**config.mk**
```make
export PLATFORM = sky130hd
export DESIGN_NAME = mem_rr_arbiter
export DESIGN_NICKNAME = d
export VERILOG_FILES = /design/src/rtl/mem_arb_pkg.sv /design/src/rtl/fifo_v3.sv /design/src/rtl/mem_rr_arbiter.sv
export SDC_FILE = /design/constraint.sdc
export NUM_CORES = 1
export LEC_CHECK = 0
export ABC_AREA = 1
export BUFFER_PORTS_ARGS = -buffer_cell sky130_fd_sc_hd__buf_2
export CORE_AREA = 3 3 270 272
export DETAILED_ROUTE_END_ITERATION = 6
export DIE_AREA = 0 0 273 275
export SLEW_MARGIN = 20
export SYNTH_ARGS = -nofsm -noshare
export SYNTH_HDL_FRONTEND = slang
export SYNTH_SLANG_ARGS = --single-unit
```
**constraint.sdc**
```tcl
create_clock -name clk_i -period 2.4 [get_ports clk_i]
set_clock_uncertainty 0.15 [all_clocks]
set_input_delay 0.48 -clock clk_i [delete_from_list [all_inputs] [get_ports clk_i]]
set_output_delay 0.48 -clock clk_i [all_outputs]
set_load 0.01 [all_outputs]
```
**src/rtl/mem_arb_pkg.sv**
```systemverilog
// Shared types and helpers for the memory round-robin arbiter.
package mem_arb_pkg;

    typedef enum logic {
        ARB    = 1'b0,
        LOCKED = 1'b1
    } arb_state_e;

    // Width of an index into n items; never narrower than one bit.
    function automatic int unsigned idx_width(input int unsigned n);
        return (n > 1) ? $clog2(n) : 1;
    endfunction

endpackage

```
**src/rtl/fifo_v3.sv**
```systemverilog
// Small synchronous FIFO holding the port index of each outstanding transfer.
module fifo_v3
    import mem_arb_pkg::*;
#(
    parameter int unsigned DEPTH      = 4,
    parameter int unsigned DATA_WIDTH = 2
) (
    input  logic                  clk_i,
    input  logic                  rst_ni,
    input  logic                  push_i,
    input  logic [DATA_WIDTH-1:0] data_i,
    input  logic                  pop_i,
    output logic [DATA_WIDTH-1:0] data_o,
    output logic                  full_o,
    output logic                  empty_o
);

    localparam int unsigned AW = idx_width(DEPTH);
    localparam int unsigned CW = AW + 1;

    logic [DATA_WIDTH-1:0] r_mem [DEPTH];
    logic [AW-1:0]         r_wptr;
    logic [AW-1:0]         r_rptr;
    logic [CW-1:0]         r_cnt;
    logic                  w_push;
    logic                  w_pop;

    assign full_o  = (r_cnt == CW'(DEPTH));
    assign empty_o = (r_cnt == '0);
    assign w_push  = push_i & ~full_o;
    assign w_pop   = pop_i & ~empty_o;
    assign data_o  = r_mem[r_rptr];

    always_ff @(posedge clk_i) begin
        if (!rst_ni) begin
            r_wptr <= '0;
            r_rptr <= '0;
            r_cnt  <= '0;
        end else begin
            if (w_push) begin
                r_wptr <= (r_wptr == AW'(DEPTH - 1)) ? '0 : r_wptr + 1'b1;
            end
            if (w_pop) begin
                r_rptr <= (r_rptr == AW'(DEPTH - 1)) ? '0 : r_rptr + 1'b1;
            end
            r_cnt <= r_cnt + CW'(w_push) - CW'(w_pop);
        end
    end

    // Storage needs no reset: only entries below the count are ever read.
    always_ff @(posedge clk_i) begin
        if (w_push) begin
            r_mem[r_wptr] <= data_i;
        end
    end

endmodule

```
**src/rtl/mem_rr_arbiter.sv**
```systemverilog
// Round-robin arbiter sharing one memory port among several requesters,
// routing in-order responses back through an ID FIFO.
module mem_rr_arbiter
    import mem_arb_pkg::*;
#(
    parameter int unsigned NR_PORTS        = 3,
    parameter int unsigned ADDRESS_SIZE    = 64,
    parameter int unsigned DATA_WIDTH      = 64,
    parameter int unsigned MAX_OUTSTANDING = 4
) (
    input  logic                                   clk_i,
    input  logic                                   rst_ni,
    input  logic [NR_PORTS-1:0]                    req_port_req_i,
    input  logic [NR_PORTS-1:0][ADDRESS_SIZE-1:0]  req_port_address_i,
    input  logic [NR_PORTS-1:0][DATA_WIDTH-1:0]    req_port_wdata_i,
    input  logic [NR_PORTS-1:0]                    req_port_we_i,
    input  logic [NR_PORTS-1:0][DATA_WIDTH/8-1:0]  req_port_be_i,
    output logic [NR_PORTS-1:0]                    req_port_gnt_o,
    output logic [NR_PORTS-1:0]                    req_port_rvalid_o,
    output logic [DATA_WIDTH-1:0]                  req_port_rdata_o,
    output logic                                   mem_req_o,
    output logic [ADDRESS_SIZE-1:0]                mem_address_o,
    output logic [DATA_WIDTH-1:0]                  mem_wdata_o,
    output logic                                   mem_we_o,
    output logic [DATA_WIDTH/8-1:0]                mem_be_o,
    input  logic                                   mem_gnt_i,
    input  logic                                   mem_rvalid_i,
    input  logic [DATA_WIDTH-1:0]                  mem_rdata_i
);

    localparam int unsigned IW = idx_width(NR_PORTS);

    arb_state_e      r_state;
    arb_state_e      w_state_nxt;
    logic [IW-1:0]   r_last_grant;
    logic [IW-1:0]   r_lock_idx;
    logic [IW-1:0]   w_rr_idx;
    logic            w_rr_hit;
    logic [IW-1:0]   w_sel;
    logic            w_sel_req;
    logic            w_xfer;
    logic            w_full;
    logic            w_empty;
    logic            w_pop;
    logic [IW-1:0]   w_head;

    // Search for the first requester after the last granted one.
    always_comb begin
        w_rr_idx = '0;
        w_rr_hit = 1'b0;
        for (int i = 1; i <= int'(NR_PORTS); i++) begin
            int p;
            p = (int'(r_last_grant) + i) % int'(NR_PORTS);
            if (!w_rr_hit && req_port_req_i[IW'(p)]) begin
                w_rr_idx = IW'(p);
                w_rr_hit = 1'b1;
            end
        end
    end

    always_comb begin
        w_sel     = w_rr_idx;
        w_sel_req = w_rr_hit;
        if (r_state == LOCKED) begin
            w_sel     = r_lock_idx;
            w_sel_req = req_port_req_i[r_lock_idx];
        end
    end

    // Fullness uses the registered count only, so rvalid never feeds req.
    assign mem_req_o     = rst_ni & w_sel_req & ~w_full;
    assign w_xfer        = mem_req_o & mem_gnt_i;
    assign mem_address_o = req_port_address_i[w_sel];
    assign mem_wdata_o   = req_port_wdata_i[w_sel];
    assign mem_we_o      = req_port_we_i[w_sel];
    assign mem_be_o      = req_port_be_i[w_sel];

    always_comb begin
        req_port_gnt_o = '0;
        if (w_xfer) begin
            req_port_gnt_o[w_sel] = 1'b1;
        end
    end

    always_comb begin
        w_state_nxt = r_state;
        unique case (r_state)
            ARB:     if (mem_req_o && !mem_gnt_i) w_state_nxt = LOCKED;
            LOCKED:  if (mem_gnt_i) w_state_nxt = ARB;
            default: w_state_nxt = ARB;
        endcase
    end

    always_ff @(posedge clk_i) begin
        if (!rst_ni) begin
            r_state      <= ARB;
            r_last_grant <= IW'(NR_PORTS - 1);
            r_lock_idx   <= '0;
        end else begin
            r_state <= w_state_nxt;
            if (r_state == ARB && mem_req_o && !mem_gnt_i) begin
                r_lock_idx <= w_sel;
            end
            if (w_xfer) begin
                r_last_grant <= w_sel;
            end
        end
    end

    assign w_pop = rst_ni & mem_rvalid_i & ~w_empty;

    fifo_v3 #(
        .DEPTH      (MAX_OUTSTANDING),
        .DATA_WIDTH (IW)
    ) u_id_fifo (
        .clk_i   (clk_i),
        .rst_ni  (rst_ni),
        .push_i  (w_xfer),
        .data_i  (w_sel),
        .pop_i   (w_pop),
        .data_o  (w_head),
        .full_o  (w_full),
        .empty_o (w_empty)
    );

    always_comb begin
        req_port_rvalid_o = '0;
        if (w_pop) begin
            req_port_rvalid_o[w_head] = 1'b1;
        end
    end

    assign req_port_rdata_o = mem_rdata_i;

    // A response with nothing outstanding is dropped; flag it.
    always_ff @(posedge clk_i) begin
        if (rst_ni && mem_rvalid_i) begin
            assert (!w_empty)
            else $warning("mem_rr_arbiter: response dropped, no outstanding id");
        end
    end

endmodule
```
==> metrics.md <==
| Metric | Value |
|---|---|
| Total Routed Length | 46.9 mm |
| Final ANT Viol Nets | 0 |
| Mapped cell area | 6320 µm² |
| TritonCTS Buffers | 3 |
| Detailed-route via count | 10500 |
| Non-filler cells, final | 2814 |
| Post-Syn Instances | 1281 |
| Clk pin slew, worst setup/hold paths | 0.06 ns |
| Largest net degree at the start of global routing | 59 |
| Drt pass-1 iters | 7 |
| Layout Nets | 2352 |
| Die Wd | 273 µm |
| Met3 Wirelength | 4.52 mm |
| RSZ-0062 raised after global routing | yes |
| Ratio of final minimum period to clock period | 1.34 |
| Worst Tran Pin Value | 0.469 ns |
| Max-cap violations | 0 |
| Routed wire per std cell | 16.7 µm |
| Syn. warnings | 0 |
| Max-slew violation count | 0 |
| Hold endpoint | r_state$_SDFF_PN0_ |
| Yosys cell types | 27 |
| Initial Utilization | 0.0890 |
| Hold Path Stages | 2 |
| Critical Path Fanout Max | 7 |
| Leak | 7.81 nW |
| Share of the synthesized area in the top cell type | 0.334 |
| # H-tree levels | 1 |
| DP HPWL | 31.0 mm |
| Metal-1 WL | 16.8 mm |
| Syn_nets | 1775 |
| VDD IR max | 0.000548 V |
| Gpl congestion | 0.860 |
| Synth Register Bits | 22 |
| FMAX | 0.312 GHz |
| Relative slew slack | 0.688 |
| Clk_lat worst skew | 0.25 ns |
| Clock root cell | clkbuf_16 |
| Startpoint types | flip-flop |
| Final min period | 3.21 ns |
| DIE AREA | 75100 µm² |
| Area delta synth->final | 111% |
| Total power | 16.0 mW |
| Initial antenna violation count | 14 |
| CTS Sinks | 22 |
| Share of post-route cells with drive strength above 1 | 0.514 |
| Setup crit end kind | output port |
| First DRT Iteration DRCs | 490 |
| Ports | 690 |
| HP Class | in2reg |
| CTS max path bufs | 2 |
| Setup TNS Final | -102.56 ns |
| Synth area leaders | nand3_1 (33%), nand2_1 (18%), inv_1 (18%) |
| Failing checks | setup timing |
| Core area | 71000 µm² |
| Critical path type | reg2out |
| Final core utilization | 0.187 |
| Die Y | 275 µm |
| Via density | 3.73 |
| Outcome | complete, but fails checks |
| R2R Setup Slk | -0.21 ns |
| Area leader, netlist | nand3_1 |
| Worst Path Required | 1.77 ns |
| Mean post-synth cell area | 4.93 µm² |
| First-pass GRT wire length | 62.2 mm |
| RR Startpoint | r_last_grant[0]$_SDFFE_PN0P_ |
| All-Layer GR Usage | 0.112 |
| Worst setup slack after layout | -0.806 ns |
| DP Cell Count | 2738 |
| Remaining routing DRC violations | 0 |
| I/O Buffers | 561 |
| Worst path arrival time | 2.58 ns |
| Top Layer Used | met5 |
| Register area share after synthesis | 0.0824 |
| R2R Path End | u_id_fifo.r_cnt[2]$_SDFF_PN0_ |
| Metal2 WL | 23.1 mm |
| HP Start | mem_gnt_i |
| Reg2reg path depth | 15 |
| Power per cell area | 1200 nW/µm² |
| Final hold violations | 0 |
| Final setup viols | 143 |
| TritonCTS clock tree | done |
| Gr ovfl total | 0 |
| Vias in the first global route | 9740 |
| # rows | 98 |
==> power by group <==
group | switching [mW] | internal [mW]
Combinational | 7.97 | 7.02
Sequential | 0.0636 | 0.484
Clock | 0.133 | 0.331
==> sequential cells by signal (all words and copies together), names as in the netlist, named ones only <==
| signal | count |
|---|---|
| r_last_grant | 2 |
| r_lock_idx | 2 |
| r_state | 1 |
| u_id_fifo.r_cnt | 3 |
| u_id_fifo.r_mem | 8 |
| u_id_fifo.r_rptr | 2 |
| u_id_fifo.r_wptr | 2 |
==> how the worst max path moves through the flow <==
stage	startpoint	end	slack, ns	depth (start not counted)
6_report	r_last_grant[0]$_SDFFE_PN0P_	mem_wdata_o[18]	-0.81	14
4_1_cts	r_last_grant[0]$_SDFFE_PN0P_	mem_address_o[29]	-0.80	17
3_5_place_dp	r_last_grant[1]$_SDFFE_PN1P_	mem_address_o[17]	-0.53	14
2_1_floorplan	r_last_grant[0]$_SDFFE_PN0P_	mem_wdata_o[61]	0.02	13
3_3_place_gp	r_last_grant[1]$_SDFFE_PN1P_	mem_address_o[55]	-0.53	14
5_1_grt	r_last_grant[0]$_SDFFE_PN0P_	mem_wdata_o[18]	-0.92	14
==> Yosys cell counts <==
cell,n
a32oi_1,1
buf_4,76
a32o_1,1
fa_1,1
a21oi_1,8
nor2_1,18
buf_1,2
nor3_1,2
clkbuf_1,21
ha_1,11
o21ai_0,5
nand3_1,422
inv_1,304
o211ai_1,1
a31oi_1,1
o21ai_1,2
inv_2,5
edfxtp_1,8
o31ai_1,1
buf_2,57
dfxtp_1,14
a211oi_1,1
xor2_1,1
nand2_2,3
nand2_1,311
a21boi_2,1
nand4_1,3
==> what timing repair did <==
item / CTS / global route
endpoints found under the setup margin: 147 / 152
hold buffers: 0 / 0
setup buffers: 25 / 9
pin swaps: 33 / 66
cloned: 28 / 4
resized for setup: 212 / 158
==> layout make-up <==
class | instances | area, µm²
Timing Repair Buffer | 727 | 5450
Tap cell | 950 | 1190
Antenna cell | 7 | 17.5
Multi-Input combinational cell | 795 | 4830
Sequential cell | 22 | 526
Inverter | 309 | 1190
Clock inverter | 1 | 30.0
Clock buffer | 3 | 75.1
Fill cell | 8021 | 57700
==> kinds of logic (layout without fill, tap and decap cells) <==
kind of cell	Yosys count	in the layout	share of synthesized area
compound gates	22	22	0.0212
xor+xnor	1	1	0.00139
fa+ha+maj	12	12	0.0250
buf+inv	465	1040	0.333
flops	22	22	0.0824
other cells	0	7	0
simple gates	759	760	0.537
==> worst max-delay path, cell delays in order (launching register included) <==
cell       delay [ns]
dfxtp_2          0.35
inv_4            0.05
ha_4             0.30
nand2_2          0.08
nand3_4          0.10
nand2_4          0.07
buf_4            0.14
nand4_1          0.11
nand3_2          0.14
nand2_8          0.19
buf_16           0.18
bufbuf_16        0.28
nand3_1          0.08
nand2_1          0.08
buf_2            0.13
==> stage by stage <==
| stage | setup slack [ns] | hold WS, ns | cell area (µm²) |
|---|---|---|---|
| 5_1_grt | -0.923 | 0.277 | 13300 |
| 3_3_place_gp | -0.530 | 0.313 | 10400 |
| 4_1_cts | -0.798 | 0.268 | 12400 |
| 2_1_floorplan | 0.0154 | 0.294 | 6520 |
| 3_5_place_dp | -0.530 | 0.322 | 10400 |
| 6_report | -0.806 | 0.268 | 13300 |
==> placed cells by master, fill, tap and decap left out, types with 2 or more instances in the layout <==
cell type	Yosys	routed
a21oi_1	8	7
buf_12	0	24
buf_16	0	30
buf_2	57	534
buf_4	76	73
buf_6	0	42
buf_8	0	17
bufbuf_16	0	3
clkbuf_16	0	7
dfxtp_1	14	12
diode_2	0	7
edfxtp_1	8	8
ha_1	11	7
ha_4	0	4
inv_1	304	301
inv_2	5	5
inv_4	0	2
nand2_1	311	217
nand2_2	3	62
nand2_4	0	33
nand2_8	0	3
nand3_1	422	316
nand3_2	0	95
nand3_4	0	11
nand4_1	3	3
nor2_1	18	16
nor2_2	0	2
nor3_1	2	2
o21ai_0	5	5
==> metal layers <==
layer | GRT usage | vias to the layer above
li1 | - | 5054
met1 | 0.119 | 4699
met2 | 0.207 | 624
met3 | 0.0338 | 119
met4 | 0.0433 | 4
met5 | 0 | -
Power figures use the tool's default switching activity.
